### config.mk
export PLATFORM = sky130hd
export DESIGN_NAME = mem_stage_mc
export DESIGN_NICKNAME = d
export VERILOG_FILES = /design/src/rtl/mem_stage_pkg.sv /design/src/rtl/mem_stage_mc_branch_unit.sv /design/src/rtl/mem_stage_mc.sv
export SDC_FILE = /design/constraint.sdc
export NUM_CORES = 1
export LEC_CHECK = 0
export BUFFER_PORTS_ARGS = -buffer_cell sky130_fd_sc_hd__buf_4
export CAP_MARGIN = 25
export CORE_MARGIN = 2
export CORE_UTILIZATION = 44
export CTS_CLUSTER_SIZE = 10
export DETAILED_ROUTE_END_ITERATION = 7
export PLACE_DENSITY = 0.78
export SYNTH_ARGS = -nofsm -noshare
export SYNTH_HDL_FRONTEND = slang
export SYNTH_SLANG_ARGS = --single-unit
### constraint.sdc
create_clock -name clk -period 2.2 [get_ports clk]
set_clock_uncertainty 0.2 [all_clocks]
set_input_delay 0.55 -clock clk [delete_from_list [all_inputs] [get_ports clk]]
set_output_delay 0.55 -clock clk [all_outputs]
set_load 0.05 [all_outputs]
### src/rtl/mem_stage_pkg.sv
`default_nettype none
// ============================================================================
// Module   : mem_stage_pkg
// Brief    : Shared types and constants for the multi-cycle MEM pipeline stage
//            (branch condition codes, FSM state encoding, m_ctl bit indices).
// Revision : 1.0 - initial release
// ============================================================================
package mem_stage_pkg;

  // Branch condition codes carried on bcond
  typedef enum logic [2:0] {
    EQ     = 3'd0,
    LT     = 3'd1,
    GT     = 3'd2,
    OV     = 3'd3,
    NE     = 3'd4,
    GE     = 3'd5,
    LE     = 3'd6,
    UNCOND = 3'd7
  } cond_e;

  // Stage controller states
  typedef enum logic [1:0] {
    IDLE   = 2'd0,
    ACCESS = 2'd1,
    DONE   = 2'd2
  } state_e;

  // m_ctl bit positions
  localparam int c_mctl_rd = 0;
  localparam int c_mctl_wr = 1;
  localparam int c_mctl_br = 2;

  // flags_in bit positions
  localparam int c_flg_zr  = 0;
  localparam int c_flg_neg = 1;
  localparam int c_flg_ov  = 2;

endpackage : mem_stage_pkg
`default_nettype wire

### src/rtl/mem_stage_mc_branch_unit.sv
`default_nettype none
// ============================================================================
// Module   : branch_unit
// Brief    : Combinational branch resolution from ALU flags and condition code.
//            Output is forced low for non-branch instructions.
// Revision : 1.0 - initial release
// ============================================================================
module branch_unit
  import mem_stage_pkg::*;
(
  input  logic [2:0] flags,
  input  logic [2:0] bcond,
  input  logic       branch,
  output logic       taken
);

  logic w_zr;
  logic w_neg;
  logic w_ov;
  logic w_cond;

  assign w_zr  = flags[c_flg_zr];
  assign w_neg = flags[c_flg_neg];
  assign w_ov  = flags[c_flg_ov];

  // Evaluate the selected condition; every code has a defined result
  always_comb begin
    w_cond = 1'b0;
    case (cond_e'(bcond))
      EQ:      w_cond = w_zr;
      LT:      w_cond = w_neg & ~w_ov;
      GT:      w_cond = ~w_neg & ~w_zr;
      OV:      w_cond = w_ov;
      NE:      w_cond = ~w_zr;
      GE:      w_cond = ~w_neg;
      LE:      w_cond = w_neg | w_zr;
      UNCOND:  w_cond = 1'b1;
      default: w_cond = 1'b0;
    endcase
  end

  assign taken = branch & w_cond;

endmodule : branch_unit
`default_nettype wire

### src/rtl/mem_stage_mc.sv
`default_nettype none
// ============================================================================
// Module   : mem_stage_mc
// Brief    : Multi-cycle MEM pipeline stage. Accepts one op from EX/MEM,
//            performs an optional memory access with a req/ack handshake,
//            resolves the branch and presents the result to WB until taken.
//            Optional feature macro: MEM_STAGE_TIMEOUT_EN (mem_ack timeout,
//            adds the mem_err port).
// Revision : 1.0 - initial release
// ============================================================================
module mem_stage_mc
  import mem_stage_pkg::*;
#(
  parameter int DW          = 16,
  parameter int AW          = 16,
  parameter int TIMEOUT_CYC = 16
) (
  input  logic          clk,
  input  logic          rst,
  input  logic          in_valid,
  output logic          in_ready,
  input  logic [2:0]    m_ctl,
  input  logic [1:0]    wb_in,
  input  logic [2:0]    flags_in,
  input  logic [2:0]    bcond,
  input  logic [AW-1:0] addr,
  input  logic [DW-1:0] wdata,
  input  logic [AW-1:0] pc_branch_in,
  input  logic [DW-1:0] alu_in,
  output logic          mem_req,
  output logic          mem_we,
  output logic [AW-1:0] mem_addr,
  output logic [DW-1:0] mem_wdata,
  input  logic          mem_ack,
  input  logic [DW-1:0] mem_rdata,
  output logic          out_valid,
  input  logic          out_ready,
  output logic [DW-1:0] rdata,
  output logic [DW-1:0] alu,
  output logic [1:0]    wb,
  output logic [AW-1:0] pc_branch,
  output logic [AW-1:0] pc_ret,
  output logic          branch_taken
`ifdef MEM_STAGE_TIMEOUT_EN
  ,
  output logic          mem_err
`endif
);

  localparam logic [1:0] c_st_idle   = IDLE;
  localparam logic [1:0] c_st_access = ACCESS;
  localparam logic [1:0] c_st_done   = DONE;

  // A zero timeout would make the ACCESS state meaningless
  if (TIMEOUT_CYC < 1) begin : g_bad_timeout
    $error("mem_stage_mc: TIMEOUT_CYC must be at least 1");
  end

  logic [1:0]    r_state;
  logic          r_we;
  logic [AW-1:0] r_addr;
  logic [DW-1:0] r_wdata;
  logic [DW-1:0] r_rdata;
  logic [DW-1:0] r_alu;
  logic [1:0]    r_wb;
  logic [AW-1:0] r_pcb;
  logic          r_taken;

  logic w_idle;
  logic w_access;
  logic w_done;
  logic w_xfer;
  logic w_is_mem;
  logic w_taken;
  logic w_tmo;

  assign w_idle   = (r_state == c_st_idle);
  assign w_access = (r_state == c_st_access);
  assign w_done   = (r_state == c_st_done);

  assign in_ready = w_idle | (w_done & out_ready);
  assign w_xfer   = in_valid & in_ready;
  assign w_is_mem = m_ctl[c_mctl_rd] | m_ctl[c_mctl_wr];

  // Branch outcome is resolved from the incoming flags at transfer time
  branch_unit u_branch_unit (
    .flags  (flags_in),
    .bcond  (bcond),
    .branch (m_ctl[c_mctl_br]),
    .taken  (w_taken)
  );

`ifdef MEM_STAGE_TIMEOUT_EN
  localparam int c_cnt_w = (TIMEOUT_CYC > 1) ? $clog2(TIMEOUT_CYC) : 1;

  logic [c_cnt_w-1:0] r_tmo_cnt;
  logic               r_err;

  // Last permitted ACCESS cycle reached without an acknowledge
  assign w_tmo = (r_tmo_cnt == c_cnt_w'(TIMEOUT_CYC - 1));

  // Count ACCESS cycles; cleared whenever a new op is taken
  always_ff @(posedge clk or negedge rst) begin
    if (!rst) begin
      r_tmo_cnt <= '0;
    end else if (w_xfer) begin
      r_tmo_cnt <= '0;
    end else if (w_access && !mem_ack && !w_tmo) begin
      r_tmo_cnt <= r_tmo_cnt + 1'b1;
    end
  end

  // Error flag lives for the DONE beat of a timed-out op only
  always_ff @(posedge clk or negedge rst) begin
    if (!rst) begin
      r_err <= 1'b0;
    end else if (w_xfer) begin
      r_err <= 1'b0;
    end else if (w_access && !mem_ack && w_tmo) begin
      r_err <= 1'b1;
    end else if (w_done && out_ready) begin
      r_err <= 1'b0;
    end
  end

  assign mem_err = r_err;
`else
  assign w_tmo = 1'b0;
`endif

  // Stage controller plus capture of the op and of the read data
  always_ff @(posedge clk or negedge rst) begin
    if (!rst) begin
      r_state <= c_st_idle;
      r_we    <= 1'b0;
      r_addr  <= '0;
      r_wdata <= '0;
      r_rdata <= '0;
      r_alu   <= '0;
      r_wb    <= '0;
      r_pcb   <= '0;
      r_taken <= 1'b0;
    end else if (w_xfer) begin
      r_we    <= m_ctl[c_mctl_wr];
      r_addr  <= addr;
      r_wdata <= wdata;
      r_rdata <= '0;
      r_alu   <= alu_in;
      r_wb    <= wb_in;
      r_pcb   <= pc_branch_in;
      r_taken <= w_taken;
      r_state <= w_is_mem ? c_st_access : c_st_done;
    end else if (w_access) begin
      if (mem_ack) begin
        if (!r_we) begin
          r_rdata <= mem_rdata;
        end
        r_state <= c_st_done;
      end else if (w_tmo) begin
        r_rdata <= '0;
        r_state <= c_st_done;
      end
    end else if (w_done && out_ready) begin
      r_state <= c_st_idle;
    end
  end

  assign mem_req      = w_access;
  assign mem_we       = w_access & r_we;
  assign mem_addr     = r_addr;
  assign mem_wdata    = r_wdata;
  assign out_valid    = w_done;
  assign rdata        = r_rdata;
  assign alu          = r_alu;
  assign wb           = r_wb;
  assign pc_branch    = r_pcb;
  assign pc_ret       = r_rdata[AW-1:0];
  assign branch_taken = r_taken;

endmodule : mem_stage_mc
`default_nettype wire

==> flow_metrics.tcl, run 1 <==
set metrics [dict create \
    status "finished, final reports clean" \
    cp-endpoint "mem_we" \
    numPortBuffers 198 \
    grt_use_total 0.1780 \
    nNetsFinal 539 \
    antenna_found_initial 0 \
    yosys-top-cells-count "dfrtp_1, mux2_2, nand2_1, mux2_1, buf_4" \
    hpwl_um 6044 \
    vias_per_cell 4.765 \
    hold_viol 0 \
    crit_chain "and2b_2, and2_2, buf_4" \
    setup_viol 0 \
    p_leak_nw 2.548 \
    synth-seq-cells 86 \
    powerDensity_nw_per_um2 1775 \
    arrival_ns 1.37 \
    internal_power_mw 4.513 \
    reg2reg_to "mem_wdata[2]" \
    postRouteAntennaNets 0 \
    synth_compound_area_frac 0.03785 \
    num_vias 2621 \
    switching_share 0.5091 \
    irDropWorstVdd_uv 1152 \
    nFillCells 632 \
    place_congestion 0.8085 \
    reg2reg_depth 4 \
    wl_per_cell_um 14.64 \
    syn_inst 257 \
    diodes 0 \
    netlist-cell-type-count 27 \
    end_kind "output pin" \
    cts.htree.levels 3 \
    seq_area_frac_synth 0.6084 \
    grt_max_degree 87 \
    muxShareOfSynthArea 0.2133 \
    tritoncts "built" \
    final-max-slew-violation-count 0 \
    grt_pass1_wl_um 12280 \
    die-area_um2 8772 \
    regArea_um2 2153 \
    clock-sinks 86 \
    avgSynthCellArea_um2 13.76 \
    root_buffer "clkbuf_8" \
    synth_edf_count 0 \
    rsz0062_at_grt "no" \
    max_stage_delay_ns 0.41 \
    yosysMostFrequentCell "dfrtp_1" \
    syn_nets 353 \
    start_util 0.4554 \
    seqPwrFrac 0.295 \
    switchingPower_mw 4.681 \
    cp-startpoint "r_state[0]" \
    max_clock_freq_ghz 0.4727 \
    synth_adder_area_share 0 \
    synth_ff_type "dfrtp_1" \
    die_h_um 93.66 \
    cp-start-kind "flip-flop" \
    period_minus_slack_ns 2.116 \
    cap_violations 0 \
    period_share 0.9616 \
    drc 0 \
    r2r-start "r_state[1]" \
    synth_top_area_cell "dfrtp_1" \
    post-place-ws_ns 0.2041 \
    async_flop_share 1.000 \
    final_layout_size_suffix_gt1_frac 0.5915 \
    io_pins 199 \
    yosys.area_share.simple 0.07145 \
    cp_max_fo 6 \
    rows 32 \
    synth-xor-area-share 0 \
    worst_pin_slew_ns 0.4694 \
    first_global_vias 2661 \
    initialDrtViolationCount 50 \
    grt.overflow.total 0 \
    required_ns 1.45 \
    slew_headroom 0.6871 \
    syn2layout_area_growth_pct 46.45 \
    fin_ws_ns 0.08448 \
    pwr-share-comb 0.595 \
    die_x_um 93.66 \
    clkLatencyLatePin_ns 0.33 \
    power_frac_clock 0.110 \
    critPathKind "reg2out" \
    yosys-top-cells-area "dfrtp_1, mux2_2, mux2_1" \
    hold_buffers 0 \
    synth_top_area_share 0.6084 \
    hold_path_class "in2async" \
    multi_input_comb_area_um2 1142 \
    clkTransAtPathRegs_ns 0.10 \
    r2r_slack_ns 0.31 \
    numCtsBuffers 9 \
    fin_tns_setup_ns 0 \
    synth_top_family_by_area "multiplexers" \
    finalWirelength_um 8051 \
    core_area_um2 7767 \
    cp_slowest_cell "dfrtp_2" \
    first_pass_iters 4 \
    ys.warnings.count 0 \
    cts_buffer_depth 2 \
    synth_area_um2 3537 \
]
worst min path at each step:
| stage | depth (start not counted) | slack (ns) | start | end |
|---|---|---|---|---|
| floorplan | 0 | 0.05 | rst | alu[0] |
| global placement | 1 | 0.27 | mem_addr[15] | mem_addr[15] |
| detailed placement | 1 | 0.28 | mem_addr[10] | mem_addr[10] |
| CTS | 2 | 0.04 | rst | mem_wdata[1] |
| global route | 2 | 0.05 | rst | pc_branch[11] |
| finish | 2 | 0.007 | rst | pc_branch[11] |
placed cells by master, fill, tap and decap left out, drive strengths merged, types with 3 or more instances in the layout:
cell and count:
dfrtp 86, nor3b 3, clkbuf 10, nand2 35, inv 4, o21ai 17, nor2 3, a21oi 3
mux2 67, clkinv 3, buf 203
repair_timing:
item                       4_1_cts  5_1_grt
setup buffers                    0        1
cloned                           0        0
pin swaps                        0        0
gates resized for setup          1        1
setup endpoints to repair        1        1
routing by layer:
metal	GRT usage	up-vias	wire [um]
met3	0.04976	16	733
met5	0	-	0
li1	-	1236	-
met2	0.3028	123	4017
met1	0.2142	1246	3116
met4	0.07126	0	184
cell type report:
cell class              instances  share of cell area
multi-input cells             140              0.2205
inverters                       3            0.002174
repair buffers                203              0.3014
flip-flops and latches         86              0.4157
clock inverters                 6            0.008937
clock buffers                  10             0.02657
well taps                     102             0.02464
worst max-delay path: cells and delay by family, from the launching register on:
| kind | cells | cell delay [ns] |
|---|---|---|
| flops | 1 | 0.41 |
| buf+inv | 1 | 0.19 |
| simple gates | 2 | 0.44 |
state kept, by name, indices dropped and copies added (netlist names):
signal and flops:
alu 16, branch_taken 1, mem_addr 16, mem_wdata 16
pc_branch 16, pc_ret 16, r_state 2, r_we 1
wb 2
power groups by stage:
stage	sequential [mW]	combinational, mW	clock, mW
after floorplan	5.21	1.42	0
after global placement	2.73	5.41	0
after detailed placement	2.77	5.49	0
after CTS	2.74	5.49	1.05
after global routing	2.83	5.67	1.12
final	2.71	5.47	1.01
cells by family after synthesis:
kind of cell           count (synthesis)
buffers and inverters                 31
muxes                                 67
AOI/OAI and AO/OA                     24
and+or+nand+nor                       49
DFF                                   86
metrics by stage:
| step | instances | hold slack (ns) | utilization | instance area, um^2 | power (mW) |
|---|---|---|---|---|---|
| floorplan | 257 | 0.05441 | - | 3537 | 6.625 |
| global placement | 533 | 0.2696 | 0.6419 | 4986 | 8.145 |
| detailed placement | 533 | 0.2760 | 0.6419 | 4986 | 8.257 |
| CTS | 549 | 0.03980 | 0.6658 | 5171 | 9.284 |
| global route | 550 | 0.05478 | 0.6669 | 5180 | 9.617 |
| finish | 550 | 0.007311 | 0.6669 | 5180 | 9.193 |
Note: power is estimated with default switching activity, not from simulation.
==> run 2, diff against run 1 <==
Settings changed: CORE_ASPECT_RATIO from default to 1.75.
==> flow_metrics.tcl, run 2 (synthesized netlist as in run 1, its figures left out) <==
set metrics [dict create \
    status "finished, final reports clean" \
    grt_max_degree 87 \
    cp_max_fo 5 \
    setup_viol 0 \
    clkTransAtPathRegs_ns 0.06 \
    rows 43 \
    vias_per_cell 4.998 \
    die_x_um 71.78 \
    start_util 0.4503 \
    end_kind "output pin" \
    diodes 0 \
    initialDrtViolationCount 163 \
    hold_ws_ns 0.03719 \
    period_minus_slack_ns 2.111 \
    root_buffer "clkbuf_16" \
    die_h_um 122.6 \
    crit_chain "and2b_2, and2_2, buf_4" \
    finish.utilization 0.6771 \
    clkLatencyLatePin_ns 0.33 \
    cap_violations 0 \
    critPathKind "reg2out" \
    antenna_found_initial 0 \
    final_layout_size_suffix_gt1_frac 0.5884 \
    first_global_vias 2758 \
    powerDensity_nw_per_um2 1868 \
    max_stage_delay_ns 0.44 \
    hpwl_um 6437 \
    nNetsFinal 539 \
    max_clock_freq_ghz 0.4737 \
    core_area_um2 7855 \
    design_area_um2 5319 \
    period_share 0.9596 \
    clock-sinks 86 \
    hold_viol 0 \
    placedInstanceArea_um2 4971 \
    final-max-slew-violation-count 0 \
    slew_headroom 0.7021 \
    numCtsBuffers 9 \
    syn2layout_area_growth_pct 50.37 \
    grt_pass1_wl_um 12920 \
    finalWirelength_um 8615 \
    first_pass_iters 4 \
    cts_buffer_depth 2 \
    cp-start-kind "flip-flop" \
    tritoncts "built" \
    layout_commonest_cell "buf_4" \
    final_cell_mix "buf_4, dfrtp_1, mux2_2" \
    cts.htree.levels 3 \
    fin_tns_setup_ns 0 \
    worst_pin_slew_ns 0.4468 \
    num_vias 2684 \
    p_leak_nw 2.625 \
    numPortBuffers 198 \
    required_ns 1.45 \
    arrival_ns 1.36 \
    drc 0 \
    rsz0062_at_grt "no" \
    cp_slowest_cell "dfrtp_2" \
    hold_path_class "in2async" \
    wl_per_cell_um 16.04 \
    io_pins 199 \
    die-area_um2 8800 \
    place_congestion 0.8299 \
    r2r_slack_ns 0.35 \
    postRouteAntennaNets 0 \
    grt.overflow.total 0 \
    irDropWorstVdd_uv 1037 \
    grt_use_total 0.1944 \
]
## run 2: cell count changes in the layout (fill, tap and decap cells not counted)
cell	delta
clkinvlp_4	-2
clkbuf_8	-9
bufinv_16	+3
inv_6	-1
clkbuf_1	+1
clkinv_4	-2
clkbuf_16	+9
## run 2: timing repair
item | in CTS | in global routing
resized for setup | 2 | 0
setup buffers | 0 | 1
hold buffers | 0 | 0
endpoints found under the setup margin | 1 | 1
## run 2: metrics by stage
| stage | instances | setup slack (ns) | power (mW) |
|---|---|---|---|
| floorplan | 257 | 0.1763 | 6.625 |
| CTS | 536 | 0.01046 | 10.02 |
| finish | 537 | 0.08892 | 9.936 |
| global placement | 521 | 0.2481 | 8.163 |
| global route | 537 | 0.05723 | 10.32 |
| detailed placement | 521 | 0.2186 | 8.290 |
## run 2: layout make-up
cell class                      count  area (um^2)
Clock buffer                       11        242.7
Clock inverter                      4        95.09
Fill cell                         611         2536
Inverter                            3        11.26
Multi-Input combinational cell    140         1142
Sequential cell                    86         2153
Tap cell                           90        112.6
Timing Repair Buffer              203         1562
## run 2: final timing paths
kind                              startpoint            end  cells after the start
worst max-delay path              r_state[0]         mem_we                      3
worst min-delay path                     rst    mem_addr[3]                      2
worst max register to register    r_state[1]  pc_branch[10]                      4
worst min register to register         wb[1]          wb[1]                      1
max in group asynchronous                rst     r_state[0]                      2
min in group clk                mem_rdata[2]      pc_ret[2]                      3
## run 2: report_power, final
part / switching, mW / total (mW) / internal, mW
Combinational: 3.75 / 5.50 / 1.75
Clock: 0.569 / 1.70 / 1.13
Sequential: 0.416 / 2.74 / 2.32
Total: 4.73 / 9.94 / 5.20
## run 2: metal layers
| layer | wire (um) | vias up | global-route usage |
|---|---|---|---|
| li1 | - | 1237 | - |
| met1 | 2902 | 1299 | 0.1981 |
| met2 | 4828 | 126 | 0.3530 |
| met3 | 595 | 22 | 0.04844 |
| met4 | 289 | 0 | 0.1097 |
| met5 | 0 | - | 0 |
## run 2: critical path: cells and delay by family, from the launching register on
| family | cells | cell delay [ns] |
|---|---|---|
| DFF | 1 | 0.44 |
| and+or+nand+nor | 2 | 0.40 |
| buffers and inverters | 1 | 0.19 |
